[src/rtl/int_ctrl_pkg.sv]
// Shared definitions for the int_ctrl interrupt controller:
// register offsets, VECTOR layout and FSM state encoding.
package int_ctrl_pkg;

    localparam logic [1:0] REG_ENABLE  = 2'd0;
    localparam logic [1:0] REG_PENDING = 2'd1;
    localparam logic [1:0] REG_VECTOR  = 2'd2;
    localparam logic [1:0] REG_MODE    = 2'd3;

    localparam int VECTOR_VALID_BIT = 31;

    typedef enum logic [1:0] {
        ST_IDLE = 2'd0,
        ST_REQ  = 2'd1,
        ST_SERV = 2'd2,
        ST_GAP  = 2'd3
    } state_e;

endpackage

[src/rtl/int_prio_enc.sv]
// Lowest-index-first priority encoder: index 0 has the highest priority.
module int_prio_enc #(
    parameter int N = 8
) (
    input  logic [N-1:0] req_i,
    output logic         found_o,
    output logic [3:0]   id_o
);

    // Scan from the top down so the lowest set index is the last one written
    always_comb begin
        found_o = 1'b0;
        id_o    = 4'd0;
        for (int i = N - 1; i >= 0; i--) begin
            if (req_i[i]) begin
                found_o = 1'b1;
                id_o    = 4'(i);
            end
        end
    end

endmodule

[src/rtl/int_ctrl.sv]
// Memory-mapped interrupt controller in front of the RISC5 CPU.
// Synchronizes NUM_IRQ sources, masks and prioritizes them, drives the CPU
// irq line and tracks the in-service source for handler dispatch.
// Optional level-triggered sources are enabled by defining INT_CTRL_LEVEL_EN.
module int_ctrl
    import int_ctrl_pkg::*;
#(
    parameter int NUM_IRQ     = 8,
    parameter int SYNC_STAGES = 2
) (
    input  logic               clk,
    input  logic               rst,
    input  logic [NUM_IRQ-1:0] irq_in,
    input  logic               intack,
    input  logic               rti,
    input  logic               intabort,
    input  logic               io_en,
    input  logic               rd,
    input  logic               wr,
    input  logic [1:0]         adr,
    input  logic [31:0]        data_in,
    output logic [31:0]        data_out,
    output logic               irq
);

    logic [NUM_IRQ-1:0] sync_q [SYNC_STAGES];
    logic [NUM_IRQ-1:0] sync_prev_q;
    logic [NUM_IRQ-1:0] sync_out;
    logic [NUM_IRQ-1:0] rise;
    logic [NUM_IRQ-1:0] enable_q, enable_d;
    logic [NUM_IRQ-1:0] pend_q, pend_d;
    logic [NUM_IRQ-1:0] mode;
    logic [NUM_IRQ-1:0] pending;
    logic [NUM_IRQ-1:0] req;
    logic [NUM_IRQ-1:0] isr_clr_mask;
    logic [NUM_IRQ-1:0] wdata;
    logic               wr_en;
    logic               found;
    logic [3:0]         sel_id;
    logic               take;
    state_e             state_q, state_d;
    logic [3:0]         isr_id_q, isr_id_d;
    logic               isr_valid_q, isr_valid_d;
    logic               irq_q;

    // Read strobe is not needed (reads are side-effect free); upper write bits ignored
    logic unused_ok;
    assign unused_ok = ^{rd, data_in};

    assign wr_en = io_en & wr;
    assign wdata = data_in[NUM_IRQ-1:0];

    // Multi-flop synchronizer per source plus one delayed copy for edge detection
    always_ff @(posedge clk) begin
        if (!rst) begin
            for (int k = 0; k < SYNC_STAGES; k++) sync_q[k] <= '0;
            sync_prev_q <= '0;
        end else begin
            sync_q[0] <= irq_in;
            for (int k = 1; k < SYNC_STAGES; k++) sync_q[k] <= sync_q[k-1];
            sync_prev_q <= sync_q[SYNC_STAGES-1];
        end
    end

    assign sync_out = sync_q[SYNC_STAGES-1];
    assign rise     = sync_out & ~sync_prev_q;

`ifdef INT_CTRL_LEVEL_EN
    logic [NUM_IRQ-1:0] mode_q;

    // MODE register: a set bit makes that source level-triggered
    always_ff @(posedge clk) begin
        if (!rst)                            mode_q <= '0;
        else if (wr_en && adr == REG_MODE)   mode_q <= wdata;
    end

    assign mode = mode_q;
`else
    assign mode = '0;
`endif

    // Level sources follow the synchronized input; edge sources use the latch
    assign pending = (pend_q & ~mode) | (sync_out & mode);
    assign req     = pending & enable_q;

    int_prio_enc #(.N(NUM_IRQ)) u_prio (
        .req_i   (req),
        .found_o (found),
        .id_o    (sel_id)
    );

    // intack only clears the pending bit when the acknowledge is actually taken
    assign take = (state_q == ST_REQ) && intack && !intabort && found;

    // Next-state for ENABLE and PENDING; a fresh edge overrides any clear
    always_comb begin
        enable_d = enable_q;
        if (wr_en && adr == REG_ENABLE) enable_d = wdata;

        for (int i = 0; i < NUM_IRQ; i++) isr_clr_mask[i] = take && (sel_id == 4'(i));

        pend_d = pend_q;
        if (wr_en && adr == REG_PENDING) pend_d = pend_d & ~wdata;
        pend_d = pend_d & ~isr_clr_mask;
        pend_d = (pend_d | rise) & ~mode;
    end

    // Request/service FSM; abort overrides everything and always passes through GAP
    always_comb begin
        state_d     = state_q;
        isr_id_d    = isr_id_q;
        isr_valid_d = isr_valid_q;
        if (intabort) begin
            isr_valid_d = 1'b0;
            isr_id_d    = 4'd0;
            state_d     = ST_GAP;
        end else begin
            case (state_q)
                ST_IDLE: if (found) state_d = ST_REQ;
                ST_REQ: begin
                    if (!found) begin
                        state_d = ST_IDLE;
                    end else if (intack) begin
                        isr_id_d    = sel_id;
                        isr_valid_d = 1'b1;
                        state_d     = ST_SERV;
                    end
                end
                ST_SERV: begin
                    if (rti) begin
                        isr_valid_d = 1'b0;
                        isr_id_d    = 4'd0;
                        state_d     = ST_GAP;
                    end
                end
                ST_GAP:  state_d = ST_IDLE;
                default: state_d = ST_IDLE;
            endcase
        end
    end

    // State, register file and registered irq output
    always_ff @(posedge clk) begin
        if (!rst) begin
            state_q     <= ST_IDLE;
            enable_q    <= '0;
            pend_q      <= '0;
            isr_id_q    <= 4'd0;
            isr_valid_q <= 1'b0;
            irq_q       <= 1'b0;
        end else begin
            state_q     <= state_d;
            enable_q    <= enable_d;
            pend_q      <= pend_d;
            isr_id_q    <= isr_id_d;
            isr_valid_q <= isr_valid_d;
            irq_q       <= (state_d == ST_REQ);
        end
    end

    assign irq = irq_q;

    // Combinational read mux, silent when this block is not selected
    always_comb begin
        data_out = 32'd0;
        if (io_en) begin
            case (adr)
                REG_ENABLE:  data_out = 32'(enable_q);
                REG_PENDING: data_out = 32'(pending);
                REG_VECTOR: begin
                    data_out[VECTOR_VALID_BIT] = isr_valid_q;
                    data_out[3:0]              = isr_id_q;
                end
                REG_MODE:    data_out = 32'(mode);
                default:     data_out = 32'd0;
            endcase
        end
    end

endmodule

[config.mk]
export PLATFORM = sky130hd
export DESIGN_NAME = int_ctrl
export DESIGN_NICKNAME = d
export VERILOG_FILES = /design/src/rtl/int_ctrl_pkg.sv /design/src/rtl/int_prio_enc.sv /design/src/rtl/int_ctrl.sv
export SDC_FILE = /design/constraint.sdc
export NUM_CORES = 1
export LEC_CHECK = 0
export ABC_AREA = 1
export ABC_CLOCK_PERIOD_IN_PS = 1700
export CORE_MARGIN = 2
export CORE_UTILIZATION = 44
export DETAILED_ROUTE_END_ITERATION = 8
export PLACE_DENSITY = 0.84
export REMOVE_ABC_BUFFERS = 1
export SLEW_MARGIN = 5
export SYNTH_ARGS = -nofsm -noshare
export SYNTH_HDL_FRONTEND = slang
export SYNTH_SLANG_ARGS = --single-unit
[constraint.sdc]
create_clock -name clk -period 1.7 [get_ports clk]
set_clock_uncertainty 0.2 [all_clocks]
set_input_delay 0.255 -clock clk [delete_from_list [all_inputs] [get_ports clk]]
set_output_delay 0.255 -clock clk [all_outputs]
set_load 0.005 [all_outputs]
# After elaboration in Yosys (flattened, before gate mapping)
# Memory sizes are Yosys's and may differ from the RTL's.
# Index checks and enable logic that the tools add are counted.
[totals] input_bits=50 output_inout_bits=33 mem_count=1 register_bits=32 ramBits=16 elab_cells=97
[memory_table] name="sync_q" depth=2 word_bits=8 rd=2 rd_clocked_by_memory_dff=0 wr=2 line="int_ctrl.sv:26" rtl="logic [NUM_IRQ-1:0] sync_q [SYNC_STAGES];"
[op_classes] n_eq_ne=17 muxes=39 bitwise_logic=12 n_reduce_logical=21
[op_table] op="$and 8x8->8" count=4
[op_table] op="$mux 32" count=1
[op_table] op="$mux 3" count=8
[op_table] op="$mux 8" count=3
[op_table] op="$not 8->8" count=3
[op_table] op="$eq 4x3->1 const B" count=4
[op_table] op="$pmux 4 s2" count=2
[op_table] op="$pmux 4 s4" count=1
[op_table] op="$logic_and 1x1->1" count=13
[op_table] op="$mux 1" count=13
[op_table] op="$mux 4" count=3
[op_table] op="$mux 2" count=5
[op_table] op="$eq 2x2->1 const B" count=4
[op_table] op="$eq 4x2->1 const B" count=2
[op_table] op="$or 8x8->8" count=1
[op_table] op="$pmux 2 s4" count=1
[op_table] op="$eq 2x1->1 const B" count=3
[op_table] op="$ne 2x2->1 const B" count=3
[op_table] op="$eq 4x1->1 const B" count=1
[op_table] op="$logic_not 2->1" count=2
[op_table] op="$logic_not 4->1" count=1
[op_table] op="$pmux 1 s2" count=2
[op_table] op="$reduce_and 4->1" count=1
[op_table] op="$reduce_or 3->1" count=1
[op_table] op="other kinds (6)" count=7

# Depth between registers and ports, before layout
# Gate-level depths: netlist of run 1.
[depth] ltp_word=14 mapped_depth=12 mapped_depth_nobuf=12

# Hierarchy
# From an unflattened synthesis of run 1, not the netlist that was laid out.
[unflattened] hier_cells=360 hier_area_um2=2362.3
[by_module_without_submodules] module="int_ctrl" cells_each=336 seq_area_each_um2=960.9 n_inst=1 area_per_inst_um2=2252.2
[by_module_without_submodules] module="int_prio_enc" cells_each=24 seq_area_each_um2=0.0 n_inst=1 area_per_inst_um2=110.1

# Worst setup path after synthesis of run 1
# Ideal clock, no wire load.
[synth_path] kind="flip-flop to flip-flop" from="register pend_q[5]" to="register pend_q[7]" stages_incl_launch_ff=7 n_path_buf=0 setup_time_ns=0.123 setup_slack_ns=0.361 synth_period_minus_slack_ns=1.339 required_ns=1.377 arrival_time_ns=1.016 path_cell_list="dfxtp_1 > nand2_1 > nand2_4 > nor2_8 > nand3b_1 > nor3_1 > o22ai_1"
[synth_between] elab_chain_cells=12 word_cells_on_any_way=19 classes_between="eq/ne (1); mux (12); bitwise (4); reduce/logical (2)"
[synth_lines] element="from (decl)" line="int_ctrl.sv:31" rtl="logic [NUM_IRQ-1:0] pend_q, pend_d;"
[synth_lines] element="from (signal assigned)" line="int_ctrl.sv:154" rtl="pend_q <= pend_d;"
[synth_lines] element="$and 8x8->8 *" line="int_ctrl.sv:84" rtl="assign req = pending & enable_q;"
[synth_lines] element="$mux 3 / $mux 1 (equally long branches) (6 in a row)" line="int_prio_enc.sv:15" rtl="if (req_i[i]) begin"
[synth_lines] element="$eq 4x3->1 / $logic_and 1x1->1 (equally long branches)" line="int_ctrl.sv:100, int_ctrl.sv:93"
[synth_lines] element="$logic_and 1x1->1 *" line="int_ctrl.sv:100" rtl="for (int i = 0; i < NUM_IRQ; i++) isr_clr_mask[i] = take && (sel_id == 4'(i));"
[synth_lines] element="$not 8->8 *" line="int_ctrl.sv:104" rtl="pend_d = pend_d & ~isr_clr_mask;"
[synth_lines] element="$and 8x8->8 *" line="int_ctrl.sv:104"
[synth_lines] element="$or 8x8->8 *" line="int_ctrl.sv:105" rtl="pend_d = (pend_d | rise) & ~mode;"
# Every way passes the cells marked *; elsewhere a longest branch is shown, timed or not.
# A chain may end at the register's enable or synchronous reset.

# Worst setup path in the final report of run 1
[layout_path] from="input adr[0]" to="output data_out[7]"
[layout_between] elab_chain_cells=3 word_cells_on_any_way=4 classes_between="eq/ne (1); mux (2); reduce/logical (1)"
[layout_lines] element="from (decl)" line="int_ctrl.sv:20" rtl="input logic [1:0] adr,"
[layout_lines] element="$eq 2x1->1 / $logic_not 2->1 (equally long branches)" line="int_ctrl.sv:167" rtl="case (adr)"
[layout_lines] element="$pmux 4 s2 *" line="int_ctrl.sv:167"
[layout_lines] element="$mux 32 *" line="int_ctrl.sv:166" rtl="if (io_en) begin"
[layout_lines] element="to (decl)" line="int_ctrl.sv:22" rtl="output logic [31:0] data_out,"
# Marks and branches as above.

==> results of run 1 <==
-- routing by layer --
| layer | global-route usage (%) | vias up | share of wire (%) |
|---|---|---|---|
| li1 | - | 1016 | - |
| met1 | 19.1 | 871 | 41 |
| met2 | 31.3 | 55 | 52 |
| met3 | 3.70 | 6 | 5.2 |
| met4 | 6.82 | 0 | 1.8 |
| met5 | 0 | - | 0 |
-- synthesized netlist by cell type --
cell type	count
nor2_4	2
a31oi_1	1
inv_2	6
nor3_1	1
or2_2	5
nor3_4	2
o21ai_0	8
conb_1	1
nor2_2	3
nand3b_1	1
nand2_2	8
buf_2	1
dfxtp_1	47
o21ai_1	1
a21oi_1	10
nand2_1	89
nand3_1	17
nor2_8	1
nor2_1	21
nand4_1	4
nand2_4	7
clkbuf_1	1
o21ai_2	1
buf_4	26
o22ai_1	2
inv_1	44
nor3_2	1
-- flip-flops by register name, indices dropped and copies added (netlist names) --
name and flops:
isr_id_q 3, state_q 2, pend_q 8, sync_q 16, enable_q 8, sync_prev_q 8, irq 1, isr_valid_q 1
-- worst max-delay path by stage --
stage                     slack (ns)  depth (start not counted)              endpoint            startpoint
final                           0.06                          8           data_out[7]                adr[0]
after global routing           0.006                          8  pend_q[1]$_SDFF_PN0_                intack
after CTS                      0.001                          8           data_out[4]                adr[0]
after detailed placement       -0.59                          7           data_out[3]                adr[0]
after global placement         -0.54                          7           data_out[4]                adr[0]
after floorplan                 0.36                          6  pend_q[7]$_SDFF_PN0_  pend_q[5]$_SDFF_PN0_
-- per-stage QoR --
| stage | util [%] | cell area, sq um | power (mW) | setup slack, ns | TNS, ns |
|---|---|---|---|---|---|
| floorplan | - | 2140 | 1.29 | 0.361 | 0 |
| global placement | 53.8 | 2710 | 1.43 | -0.536 | -5.81 |
| detailed placement | 53.8 | 2710 | 1.44 | -0.588 | -6.56 |
| CTS | 56.4 | 2840 | 2.11 | 0.00103 | 0 |
| global route | 56.4 | 2840 | 2.19 | 0.00573 | 0 |
| finish | 56.4 | 2840 | 2.09 | 0.0624 | 0 |
-- logic make-up (layout without fill, tap and decap cells) --
logic type	after synthesis	count (layout)	share of synthesized area (%)
compound gates	23	23	5.43
buf+inv	78	115	17.3
flops	47	47	41.7
other cells	1	23	0.166
simple gates	162	162	35.4
-- final cells by class --
cell class | count | area [sq um] | share of cell area (%)
clock inverter | 2 | 17.5 | 0.616
inverter | 50 | 188 | 6.60
sequential | 47 | 941 | 33.1
clock buffer | 6 | 72.6 | 2.55
tap | 70 | 87.6 | 3.08
timing repair buffer | 57 | 509 | 17.9
multi-input combinational | 208 | 1030 | 36.1
-- power groups by stage --
stage	logic, mW	clock network, mW	registers [mW]
4_1_cts	0.257	0.685	1.17
3_5_place_dp	0.246	0	1.19
2_1_floorplan	0.106	0	1.19
3_3_place_gp	0.240	0	1.19
5_1_grt	0.289	0.727	1.17
6_report	0.259	0.661	1.17
-- worst reg2reg max path, cell delays in order (launching register included) --
cell	delay (ns)
dfxtp_1	0.37
nand2_1	0.12
nand2_1	0.08
nand2_1	0.05
nand2_1	0.06
nand2_1	0.08
nand2_2	0.10
nand2_2	0.08
nand2_1	0.08
nand3_1	0.09
nand2_1	0.08
nand2_1	0.04
-- what timing repair did --
action                                  in CTS  in global routing
gates resized for setup                     31                 11
endpoints found under the setup margin       9                  7
hold buffers                                 0                  0
pin swaps                                    4                  1
setup buffers                                5                  0
==> flow_metrics.py, run 1 <==
metrics = {
    "setup_path": {
        "crit_chain": "buf_2 > inv_2 > buf_4 > nor2_4 > buf_6 > nand2_1 > a21oi_1 > clkdlybuf4s15_1",
        "slowest_delay_ns": 0.22,
        "cpLargestDelayFamily": "buffers and inverters",
        "reg2reg_setup_slack_ns": 0.16,
        "worstPathArrival_ns": 1.18,
        "rr_startpoint": "pend_q[6]$_SDFF_PN0_",
        "cp.buffers_inverters": 5,
        "cp_slowest_cell": "clkdlybuf4s15_1",
        "crit_type": "in -> out",
        "cp.required_ns": 1.24,
        "crit_path_start_kind": "input pin",
        "crit_fanout": 5,
        "reg2reg_to": "pend_q[0]$_SDFF_PN0_",
        "reg2reg_depth": 11,
        "worst_setup_path_end_kind": "output pin",
    },
    "layout": {
        "nNetsFinal": 419,
        "final_cells": 440,
        "n_fill_cell": 474,
        "layout_commonest_cell": "nand2_1",
        "diodes": 0,
        "syn_to_final_growth_pct": 25.9,
        "most-common-layout-cells": "87 x nand2_1, 47 x dfxtp_1, 43 x inv_1",
        "drive_above_1_share_pct": 21.1,
    },
    "global_routing": {
        "grt_start_max_net_pins": 21,
        "antenna_found_initial": 0,
        "grt_pass1_wl_um": 7300,
        "grt_overflow": 0,
        "grtUsageTotal_pct": 17.1,
        "grt_pass1_vias": 1748,
    },
    "pwr": {
        "pwr-share-comb_pct": 12.4,
        "power_switching_mw": 0.521,
        "pwr-share-seq_pct": 56.0,
        "power_density_mw_per_mm2": 735,
        "p_sw_share_pct": 25.0,
        "internal_power_mw": 1.57,
        "p_leak_nw": 1.53,
        "p_clk_share_pct": 31.6,
        "ir_worst_vdd_uv": 442,
    },
    "hold_path": {
        "hold_path.class": "reg -> reg",
        "hold_start": "sync_prev_q[3]$_SDFF_PN0_",
        "min_path_cells": 1,
        "min_to": "pend_q[3]$_SDFF_PN0_",
    },
    "cts": {
        "htree_levels": 2,
        "clkSlewWorstSetupHoldPaths_ns": 0.09,
        "clockBufferDepth": 2,
        "cts.sinks": 47,
        "cts_root_buffer": "clkbuf_8",
        "cts_inserted_buffers": 5,
        "cts_tree": "done",
        "clock_latency_ns": 0.30,
    },
    "detailed_routing": {
        "drt_pre_antenna_iters": 4,
        "dr.first_iter.drc_count": 180,
        "drc": 0,
        "vias": 1948,
        "vias_per_cell": 4.43,
        "drt_wl_total_um": 4570,
        "wire_per_inst_um": 10.4,
        "ant_nets": 0,
    },
    "timing": {
        "hold_violations": 0,
        "slew_violations": 0,
        "timing.fmax_ghz": 0.611,
        "whs_ns": 0.204,
        "finalSetupViolations": 0,
        "period_share_pct": 96.3,
        "rsz0062_at_grt": "false",
        "min_period_ns": 1.64,
    },
    "floorplan": {
        "die_h_um": 75.6,
        "die_w_um": 75.6,
        "dieArea_sq_mm": 0.00572,
        "num_rows": 26,
        "coreArea_sq_mm": 0.00504,
        "initial_core_util_pct": 44.8,
        "io_pins": 83,
    },
    "synth": {
        "ys_warn_count": 0,
        "yosysUniqueCellTypes": 27,
        "synth_top_cells_by_area": "dfxtp_1 42%, nand2_1 15%, buf_4 8.6%, inv_1 7.3%, nand3_1 3.8%",
        "syn_area_per_cell_sq_um": 7.26,
        "synth_cells": 311,
        "synth_largest_area_cell": "dfxtp_1",
        "yosysSeqAreaShare_pct": 41.7,
        "syn_area_sq_mm": 0.00226,
        "yosysTopAreaCellShare_pct": 41.7,
        "ys_seq_elements": 47,
    },
    "place": {
        "gp_congestion": 0.984,
        "place.port_buffers": 34,
        "hpwlAfterDp_um": 3400,
        "post-place-cells": 427,
    },
    "run_status": {
        "outcome": "completed",
    },
    "run": {
        "maxCapViolCount": 0,
    },
}
(Power assumes the default switching activity.)
==> run 2: changes to the inputs <==
--- a/config.mk
+++ b/config.mk
@@ -8,10 +8,12 @@
 export ABC_AREA = 1
 export ABC_CLOCK_PERIOD_IN_PS = 1700
 export CORE_MARGIN = 2
-export CORE_UTILIZATION = 44
+export CORE_UTILIZATION = 62
 export DETAILED_ROUTE_END_ITERATION = 8
-export PLACE_DENSITY = 0.84
+export DONT_BUFFER_PORTS = 1
+export PLACE_DENSITY = 0.83
 export REMOVE_ABC_BUFFERS = 1
+export SKIP_CTS_REPAIR_TIMING = 1
 export SLEW_MARGIN = 5
 export SYNTH_ARGS = -nofsm -noshare
 export SYNTH_HDL_FRONTEND = slang
==> flow_metrics.py, run 2 (synthesis results as in run 1) <==
metrics = {
    "pwr": {
        "p_leak_nw": 1.37,
        "ir_worst_vdd_uv": 747,
        "power_density_mw_per_mm2": 747,
    },
    "timing": {
        "period_share_pct": 96.5,
        "fin_ws_ns": 0.0590,
        "min_period_ns": 1.64,
        "timing.fmax_ghz": 0.609,
        "slew_violations": 0,
        "finalSetupViolations": 0,
        "hold_violations": 1,
        "whs_ns": -0.00344,
        "rsz0062_at_grt": "true",
    },
    "layout": {
        "n_fill_cell": 286,
        "largest_reg_flops": 16,
        "nNetsFinal": 392,
        "largest-register": "sync_q",
        "diodes": 0,
        "syn_to_final_growth_pct": 13.2,
        "final_area_sq_mm": 0.00256,
        "layout_commonest_cell": "nand2_1",
        "multi_input_area_sq_mm": 0.00101,
        "most-common-layout-cells": "89 x nand2_1, 46 x dfxtp_1, 44 x inv_1",
        "drive_above_1_share_pct": 13.7,
        "seq_area_sq_um": 942,
    },
    "cts": {
        "clkSlewWorstSetupHoldPaths_ns": 0.13,
        "clockBufferDepth": 2,
        "htree_levels": 2,
        "cts_inserted_buffers": 5,
        "cts_root_buffer": "clkbuf_4",
        "clock_latency_ns": 0.36,
        "cts_tree": "done",
        "cts.sinks": 47,
    },
    "detailed_routing": {
        "drc": 0,
        "drt_pre_antenna_iters": 5,
        "drt_wl_total_um": 4550,
        "ant_nets": 0,
        "wire_per_inst_um": 11.7,
        "dr.first_iter.drc_count": 126,
        "vias": 1878,
        "vias_per_cell": 4.84,
    },
    "place": {
        "place.port_buffers": 0,
        "hpwlAfterDp_um": 2920,
        "pre_cts_ws_ns": 0.148,
        "gp_congestion": 0.885,
        "placed_area_sq_mm": 0.00221,
    },
    "global_routing": {
        "grt_pass1_wl_um": 6760,
        "grt_start_max_net_pins": 44,
        "antenna_found_initial": 0,
        "grt_overflow": 0,
        "grt_pass1_vias": 1592,
        "grtUsageTotal_pct": 21.5,
    },
    "setup_path": {
        "crit_fanout": 43,
        "worst_setup_path_end_kind": "flip-flop",
        "worstPathArrival_ns": 1.75,
        "cp.required_ns": 1.81,
        "crit_path_start_kind": "input pin",
        "crit_type": "in -> reg",
    },
    "floorplan": {
        "coreArea_sq_mm": 0.00342,
        "num_rows": 21,
        "die_h_um": 64.4,
        "initial_core_util_pct": 66.1,
        "die_w_um": 64.4,
        "io_pins": 83,
        "dieArea_sq_mm": 0.00414,
    },
    "run": {
        "maxCapViolCount": 0,
    },
    "hold_path": {
        "hold_path.class": "in -> reg",
    },
    "run_status": {
        "outcome": "complete, but fails checks",
        "violations": "negative hold slack",
    },
}
run 2: final timing paths:
path	cells past startpoint	from	endpoint	slack, ns
worst min register to register	1	sync_prev_q[3]$_SDFF_PN0_	pend_q[3]$_SDFF_PN0_	0.22
worst max-delay path	5	rst	sync_q[0][1]$_SDFF_PN0_	0.06
worst min-delay path	4	intack	isr_id_q[1]$_SDFFE_PP0P_	-0.003
worst max register to register	9	enable_q[6]$_SDFFE_PN0P_	pend_q[6]$_SDFF_PN0_	0.11
run 2: area by class of cell:
| cell class | instances | area share, % |
|---|---|---|
| Clock buffer | 6 | 2.01 |
| Inverter | 50 | 7.34 |
| Timing Repair Buffer | 30 | 11.9 |
| Clock inverter | 1 | 0.196 |
| Tap cell | 46 | 2.25 |
| Sequential cell | 47 | 36.8 |
| Multi-Input combinational cell | 208 | 39.4 |
run 2: power breakdown:
group          switching (mW)  internal, mW  total (mW)
registers              0.0231          1.15        1.17
clock network           0.340         0.192       0.533
logic                   0.119        0.0886       0.207
run 2: stage by stage:
step	setup TNS, ns	cells	util (%)	power, mW	hold WS (ns)
after floorplan	0	305	-	1.29	0.148
after global placement	0	353	64.7	1.31	0.152
after detailed placement	0	353	64.7	1.32	0.157
after CTS	0	360	66.3	1.84	-0.231
after global routing	-0.0118	388	74.9	2.00	0.000134
final	0	388	74.9	1.91	-0.00344
run 2: metal layers:
| metal | routed length, um | vias to the layer above | share of wire (%) | global-route usage, % |
|---|---|---|---|---|
| li1 | - | 958 | - | - |
| met1 | 1950 | 851 | 43 | 24.2 |
| met2 | 2260 | 61 | 50 | 37.8 |
| met3 | 270 | 8 | 5.9 | 6.69 |
| met4 | 77 | 0 | 1.7 | 8.24 |
| met5 | 0 | - | 0 | 0 |
run 2: worst max-delay path: stages:
cell,delay (ns)
dlygate4sd3_1,0.58
buf_12,0.21
nand2_1,0.08
dlygate4sd3_1,0.56
inv_1,0.05
